===== config.mk =====
export PLATFORM = sky130hd
export DESIGN_NAME = prbs_sat_counter
export DESIGN_NICKNAME = d
export VERILOG_FILES = /design/src/rtl/prbs_sat_counter.sv
export SDC_FILE = /design/constraint.sdc
export NUM_CORES = 1
export LEC_CHECK = 0
export ABC_AREA = 1
export CAP_MARGIN = 20
export CORE_MARGIN = 2
export CORE_UTILIZATION = 30
export CTS_CLUSTER_SIZE = 12
export DETAILED_ROUTE_END_ITERATION = 8
export SYNTH_ARGS = -nofsm -noshare
export SYNTH_HDL_FRONTEND = slang
export SYNTH_SLANG_ARGS = --single-unit

===== constraint.sdc =====
create_clock -name clk -period 3.39 [get_ports clk]
set_input_delay 0.339 -clock clk [delete_from_list [all_inputs] [get_ports clk]]
set_output_delay 0.339 -clock clk [all_outputs]
set_load 0.02 [all_outputs]

===== src/rtl/prbs_sat_counter.sv =====
// Saturating up-counter with synchronous clear that wins over increment.
module prbs_sat_counter #(
    parameter int unsigned W = 16
) (
    input  logic         clk,
    input  logic         rst,
    input  logic         clr,
    input  logic         inc,
    output logic [W-1:0] cnt
);

    always_ff @(posedge clk) begin
        if (rst || clr) begin
            cnt <= '0;
        end else if (inc && (cnt != {W{1'b1}})) begin
            cnt <= cnt + W'(1);
        end
    end

endmodule


Yosys cells after proc, flatten, opt, wreduce, memory -nomap -nowiden
Cells that the tools add are included.

Bits in registers: 16.

Reductions and logical operators: 2. Eq/ne operators: 1. $add $sub $neg: 1.

Operator list (number): $add 16x1->16 const B (1); $ne 16x16->1 const B (1); $logic_and 1x1->1 (1); $logic_or 1x1->1 (1).

Longest topological paths before layout
Gate-level depths: netlist (run 1).

Word-level depth: 2. Gate-level depth with buffers: 9. Depth with buffers taken out: 9.

Worst setup path before layout (run 1)
Ideal clock, no wire load.

Path kind: reg-to-reg. From: register cnt[1]. To: register cnt[13]. Buffers on the path: 1. Stages on the path, launching flop included: 8. Path slack: 1883 ps. Data arrival time: 1391 ps. Setup time: 115 ps. Cell sequence: dfxtp_1 -> ha_1 -> nand2_1 -> nor2_2 -> nand4_2 -> buf_6 -> a21oi_1 -> nor2_1.

Longest elaborated chain between the ends: 2. Elaborated cells between the ends (all ways): 3. Classes of those cells: add/sub: 1; eq/ne: 1; reduce/logical: 1.

RTL lines: start, declared (line 9) `output logic [W-1:0] cnt`; start signal, assigned (line 16) `cnt <= cnt + W'(1);`; branches (longest 2 deep; another with $add 16x1->16).

Several ways; the timed one is not identified. A chain may end at the register's enable or synchronous reset.

Worst setup path in the final report (run 1)
From: register cnt[11]. To: output cnt[11].

No word-level cell between the ends.

==> impl_metrics.tcl, run 1 <==
set metrics [dict create \
    core_area_um2 3030 \
    netSwitchingFraction_pct 23.2 \
    gp_congestion 0.758 \
    antenna_found_initial 0 \
    power.net_switching_uw 79.5 \
    remaining_drc_errors 0 \
    number_of_buffers_on_the_longest_clock_path 2 \
    antenna_violating_nets_post_route 0 \
    crit_path_top_delay_cell "clkdlybuf4s50_1" \
    hold_violations 0 \
    crit_buf_inv 1 \
    synthDistinctLibCells 21 \
    detailedPlace.worstSlack_ns 1.49 \
    wire_length_of_the_first_global_routing_pass_mm 3.76 \
    min_path_cells 2 \
    post_cts.repair.setup_buffers 0 \
    maximum_single_stage_delay_on_the_critical_path_ns 0.65 \
    detailedRoute.firstPassIterationCount 4 \
    number_of_nets_in_the_synthesized_netlist 154 \
    hold_buffers 0 \
    viasPerCell 4.46 \
    fmaxAchievable_mhz 567 \
    layout_commonest_cell "nand2_1" \
    place.detailed.hpwl_mm 1.61 \
    cts_htree_levels 1 \
    drt_iter0_drc 10 \
    timing.final.setup_violations 0 \
    tritoncts_num_sinks 16 \
    slew-limit-headroom_pct 34.6 \
    registers.top_by_ff_count "cnt" \
    dieHeight_um 60.3 \
    synthesis.yosys.warnings 0 \
    path_class "flip-flop to primary output" \
    clock_tree_from_tritoncts "done" \
    ir_drop_uv 93.2 \
    hp-class "flip-flop to flip-flop" \
    post_cts.resized_instances 0 \
    slew_viol_final 0 \
    area_delta_synth_final_pct 27.6 \
    timing.final.ws_setup_ns 1.63 \
    power_frac_comb_pct 5.8 \
    netlist_area_pre_place_um2 951 \
    ioPinCount 20 \
    worst-slew-pin-transition_ns 0.977 \
    fillers 324 \
    fp.dieArea_um2 3640 \
    overflow 0 \
    path_clk_slew_ns 0.10 \
    crit_fanout 6 \
    start_util_pct 31.4 \
    rsz_0062_raised_after_global_routing "false" \
    first_global_vias 892 \
    grt_start_max_net_pins 17 \
    finClkSkew_ns 0.00416 \
    final_min_period_over_clock_period_pct 52.1 \
    cp_cell_sequence "clkdlybuf4s50_1" \
    drive_above_1_share_pct 10.6 \
    postSynthRegisterBits 16 \
    cts_inserted_buffers 3 \
    timing.final.crit_period_ns 1.76 \
    outcome "finished clean" \
    power_per_cell_area_nw_per_um2 282 \
    setup.worst_path.start_class "flip-flop" \
    io_buffers 19 \
    gr-usage-all-layers_pct 13.9 \
    fin_tns_setup_ns 0 \
    internal_power_uw 263 \
    reg2regPathDepth 7 \
    syn_area_per_cell_um2 6.38 \
    cp_num_cells 1 \
    critical_path_arrival_ns 1.43 \
    required_ns 3.05 \
    power_frac_seq_pct 55.5 \
    static_leakage_uw 0.000423 \
    pwr-share-clk_pct 38.6 \
    finalWirelength_mm 2.14 \
    detail_route.wl_per_cell_um 9.98 \
    clock_tree.root_cell "clkbuf_4" \
    highest_count_cells_in_the_layout_ignoring_fill_and_taps "nand2_1, nor2_1, clkdlybuf4s50_1, dfxtp_1, nand3_1" \
    max-cap-violations 0 \
    yosysSeqAreaShare_pct 33.7 \
    cells_after_synth 149 \
    clock_latency_ns 0.30 \
    layout_top_registers "cnt: 16 flops" \
    worstSetupEndpointType "primary output" \
    die_w_um 60.3 \
    critical-path-top-delay-family "buffers and inverters" \
    layout.nets 176 \
    placementRows 20 \
    antenna-diode-count 0 \
    max_ffs_per_register 16 \
    routed-via-count 954 \
]
## metal layers
metal,track usage [%],vias up,part of all wire (%)
li1,-,515,-
met1,17.5,416,50
met2,22.2,18,44
met3,1.95,5,3.2
met4,8.89,0,2.7
met5,0,-,0
## synth_stat cells, drive strengths merged
cell type	n	area, um^2
nand2	42	173
nor2	41	191
dfxtp	16	320
nand3	14	70.1
inv	13	48.8
a21oi	9	45.0
nand4	4	31.3
o21ai	4	23.8
buf	2	18.8
a21boi	1	7.51
clkinv	1	3.75
ha	1	12.5
nor3	1	5.00
## area by class of cell
| type | instances | area (um^2) | area share, % |
|---|---|---|---|
| multi-input cells | 117 | 559 | 46.1 |
| repair buffers | 19 | 190 | 15.7 |
| clock buffers | 4 | 36.3 | 2.99 |
| flip-flops and latches | 16 | 320 | 26.4 |
| inverters | 14 | 52.6 | 4.33 |
| well taps | 44 | 55.1 | 4.54 |
## through the flow
step | hold WS (ns) | util [%] | instances | cell area [um^2] | power, uW
floorplan | 0.529 | - | 149 | 951 | 206
global placement | 0.524 | 38.9 | 210 | 1180 | 214
detailed placement | 0.532 | 38.9 | 210 | 1180 | 214
CTS | 0.547 | 40.1 | 214 | 1210 | 350
global route | 0.562 | 40.1 | 214 | 1210 | 360
finish | 0.543 | 40.1 | 214 | 1210 | 343
## logic make-up after synthesis
group	Yosys count	synth area share (%)
and+or+nand+nor	102	49.5
adders and majority gates	1	1.32
buffers and inverters	16	7.50
AOI/OAI and AO/OA	14	8.03
DFF	16	33.7
## worst register-to-register path, cell delays in order, from the launching register on
cell and delay [ns]:
dfxtp_1 0.41, ha_1 0.21, nand2_1 0.09, nor2_2 0.15
nand4_2 0.30, nand3_1 0.18, nand2_1 0.06, nor2_1 0.12
## power by group through the flow
stage                     logic [uW]  registers [uW]  clock network (uW)
after floorplan                 10.6             196                   0
after global placement          19.7             195                   0
after detailed placement        19.9             195                   0
after CTS                       19.9             190                 139
after global routing            22.7             191                 147
final                           20.0             190                 132
## final timing paths
kind / start / endpoint / slack [ns]
worst min-delay path: cnt[15] / cnt[15] / 0.54
worst max-delay path: cnt[11] / cnt[11] / 1.63
worst max register to register: cnt[1] / cnt[15] / 1.81
worst min register to register: cnt[15] / cnt[15] / 0.54
Note: power is estimated with default switching activity, not from simulation.
==> run 2, diff against run 1 <==
Clock period 3.39 ns to 1.45 ns, I/O delays scaled along.
==> impl_metrics.tcl, run 2 (synthesized netlist as in run 1, its figures left out) <==
set metrics [dict create \
    critical-path-top-delay-family "simple AND/OR/NAND/NOR gates" \
    timing.hold.ws_ns 0.526 \
    static_leakage_uw 0.000549 \
    area_delta_synth_final_pct 38.9 \
    multi_input_area_um2 614 \
    fp.dieArea_um2 3640 \
    crit-reg2reg-launch "cnt[0]" \
    drive_above_1_share_pct 21.5 \
    ioPinCount 20 \
    seq_area_um2 328 \
    antenna_violating_nets_post_route 0 \
    outcome "finished clean" \
    clock_tree_from_tritoncts "done" \
    finalPower_uw 812 \
    antenna_found_initial 0 \
    finalWirelength_mm 2.31 \
    reg2regPathDepth 9 \
    cp_cell_sequence "ha_4 > nand2_2 > nor2_4 > nand2_2 > nor2_4 > nor2_2 > nand2_1 > nand2_1 > nor2_1" \
    required_ns 1.68 \
    timing.final.crit_period_ns 1.35 \
    rsz_0062_raised_after_global_routing "true" \
    highest_count_cells_in_the_layout_ignoring_fill_and_taps "nand2_1, nor2_1, dlygate4sd2_1, nand3_1, inv_1" \
    critical_path.reg2reg.endpoint "cnt[2]" \
    final_cell_area_um2 1320 \
    min_to "cnt[5]" \
    crit_buf_inv 0 \
    grt_start_max_net_pins 17 \
    worstSetupEndpointType "flip-flop" \
    registers.top_by_ff_count "cnt" \
    maximum_single_stage_delay_on_the_critical_path_ns 0.37 \
    slew-limit-headroom_pct 83.8 \
    crit_path_start "cnt[0]" \
    routed-via-count 1009 \
    fillers 329 \
    final_min_period_over_clock_period_pct 93.0 \
    cts_inserted_buffers 3 \
    core_area_um2 3030 \
    cts_htree_levels 1 \
    path_clk_slew_ns 0.11 \
    slew_viol_final 0 \
    place.detailed.instances 216 \
    worst-slew-pin-transition_ns 0.242 \
    antenna-diode-count 0 \
    dieHeight_um 60.3 \
    setup.worst_path.start_class "flip-flop" \
    placementRows 20 \
    min_path_cells 2 \
    io_buffers 19 \
    place.detailed.hpwl_mm 1.73 \
    wire_length_of_the_first_global_routing_pass_mm 3.86 \
    hold_buffers 0 \
    final_core_util_pct 43.6 \
    layout.nets 183 \
    layout_commonest_cell "nand2_1" \
    crit_path_top_delay_cell "dfxtp_2" \
    max_ffs_per_register 16 \
    detailedRoute.firstPassIterationCount 4 \
    clock_latency_ns 0.29 \
    hold_violations 0 \
    die_w_um 60.3 \
    max-cap-violations 0 \
    post_dp_cell_area_um2 1240 \
    cp_num_cells 9 \
    fmaxAchievable_mhz 742 \
    post_layout_nonfiller_instances 221 \
    clock_tree.root_cell "clkbuf_4" \
    number_of_buffers_on_the_longest_clock_path 2 \
    r2r_slack_ns 0.10 \
    finClkSkew_ns 0.00564 \
    viasPerCell 4.57 \
    overflow 0 \
    path_class "flip-flop to flip-flop" \
    detail_route.wl_per_cell_um 10.4 \
    critical_path_arrival_ns 1.58 \
    start_util_pct 31.4 \
    first_global_vias 882 \
    gp_congestion 0.783 \
    remaining_drc_errors 0 \
    hp-class "flip-flop to flip-flop" \
    ir_drop_uv 170 \
    power_per_cell_area_nw_per_um2 614 \
    hp-start "cnt[5]" \
    crit_fanout 5 \
    gr-usage-all-layers_pct 14.2 \
    drt_iter0_drc 26 \
    layout_top_registers "cnt: 16 flops" \
    timing.final.setup_violations 0 \
    tritoncts_num_sinks 16 \
]
run 2: cell count changes in the layout (fill, tap and decap cells not counted), moves of 3 or more:
cell / delta
dfxtp_2: +6
clkdlybuf4s50_1: -16
nor2_4: +3
nor2_1: -3
dfxtp_1: -6
buf_4: +6
dlygate4sd2_1: +16
run 2: report_power, final:
part | switching [uW] | internal [uW] | total (uW)
combinational | 31.5 | 29.2 | 60.7
sequential | 2.61 | 442 | 445
clock | 153 | 153 | 306
total | 187 | 624 | 812
run 2: worst min-delay path: stages (launching register included):
cell and delay, ns:
dfxtp_2 0.35, nor2_1 0.10, nor2_1 0.05
run 2: layout make-up:
type / count / area share, %
tap: 44 / 4.17
sequential: 16 / 24.8
clock buffer: 4 / 2.75
multi-input combinational: 117 / 46.5
timing repair buffer: 26 / 17.8
inverter: 14 / 3.98
run 2: per-stage QoR:
stage                     TNS, ns  worst slack [ns]
after floorplan                 0            0.0544
after global placement          0           0.00635
after detailed placement  -0.0356           -0.0149
after CTS                       0            0.0331
after global routing      -0.0268           -0.0168
final                           0             0.102
run 2: worst max-delay path by stage:
stage          endpoint  slack, ns
6_report         cnt[2]       0.10
5_1_grt          cnt[2]      -0.02
4_1_cts          cnt[2]       0.03
3_5_place_dp     cnt[9]      -0.01
3_3_place_gp    cnt[15]      0.006
2_1_floorplan   cnt[13]       0.05
run 2: repair_timing:
item                                    in CTS  in global routing
pin swaps                                    0                  3
setup buffers                                0                  1
endpoints found under the setup margin      22                 16
resized for setup                           18                 14
hold endpoints to repair                     0                  0
run 2: layer usage:
metal	part of all wire [%]	global-route usage, %
met1	46	19.2
met2	50	22.4
met3	3.2	1.73
met4	1.3	6.67
met5	0	0
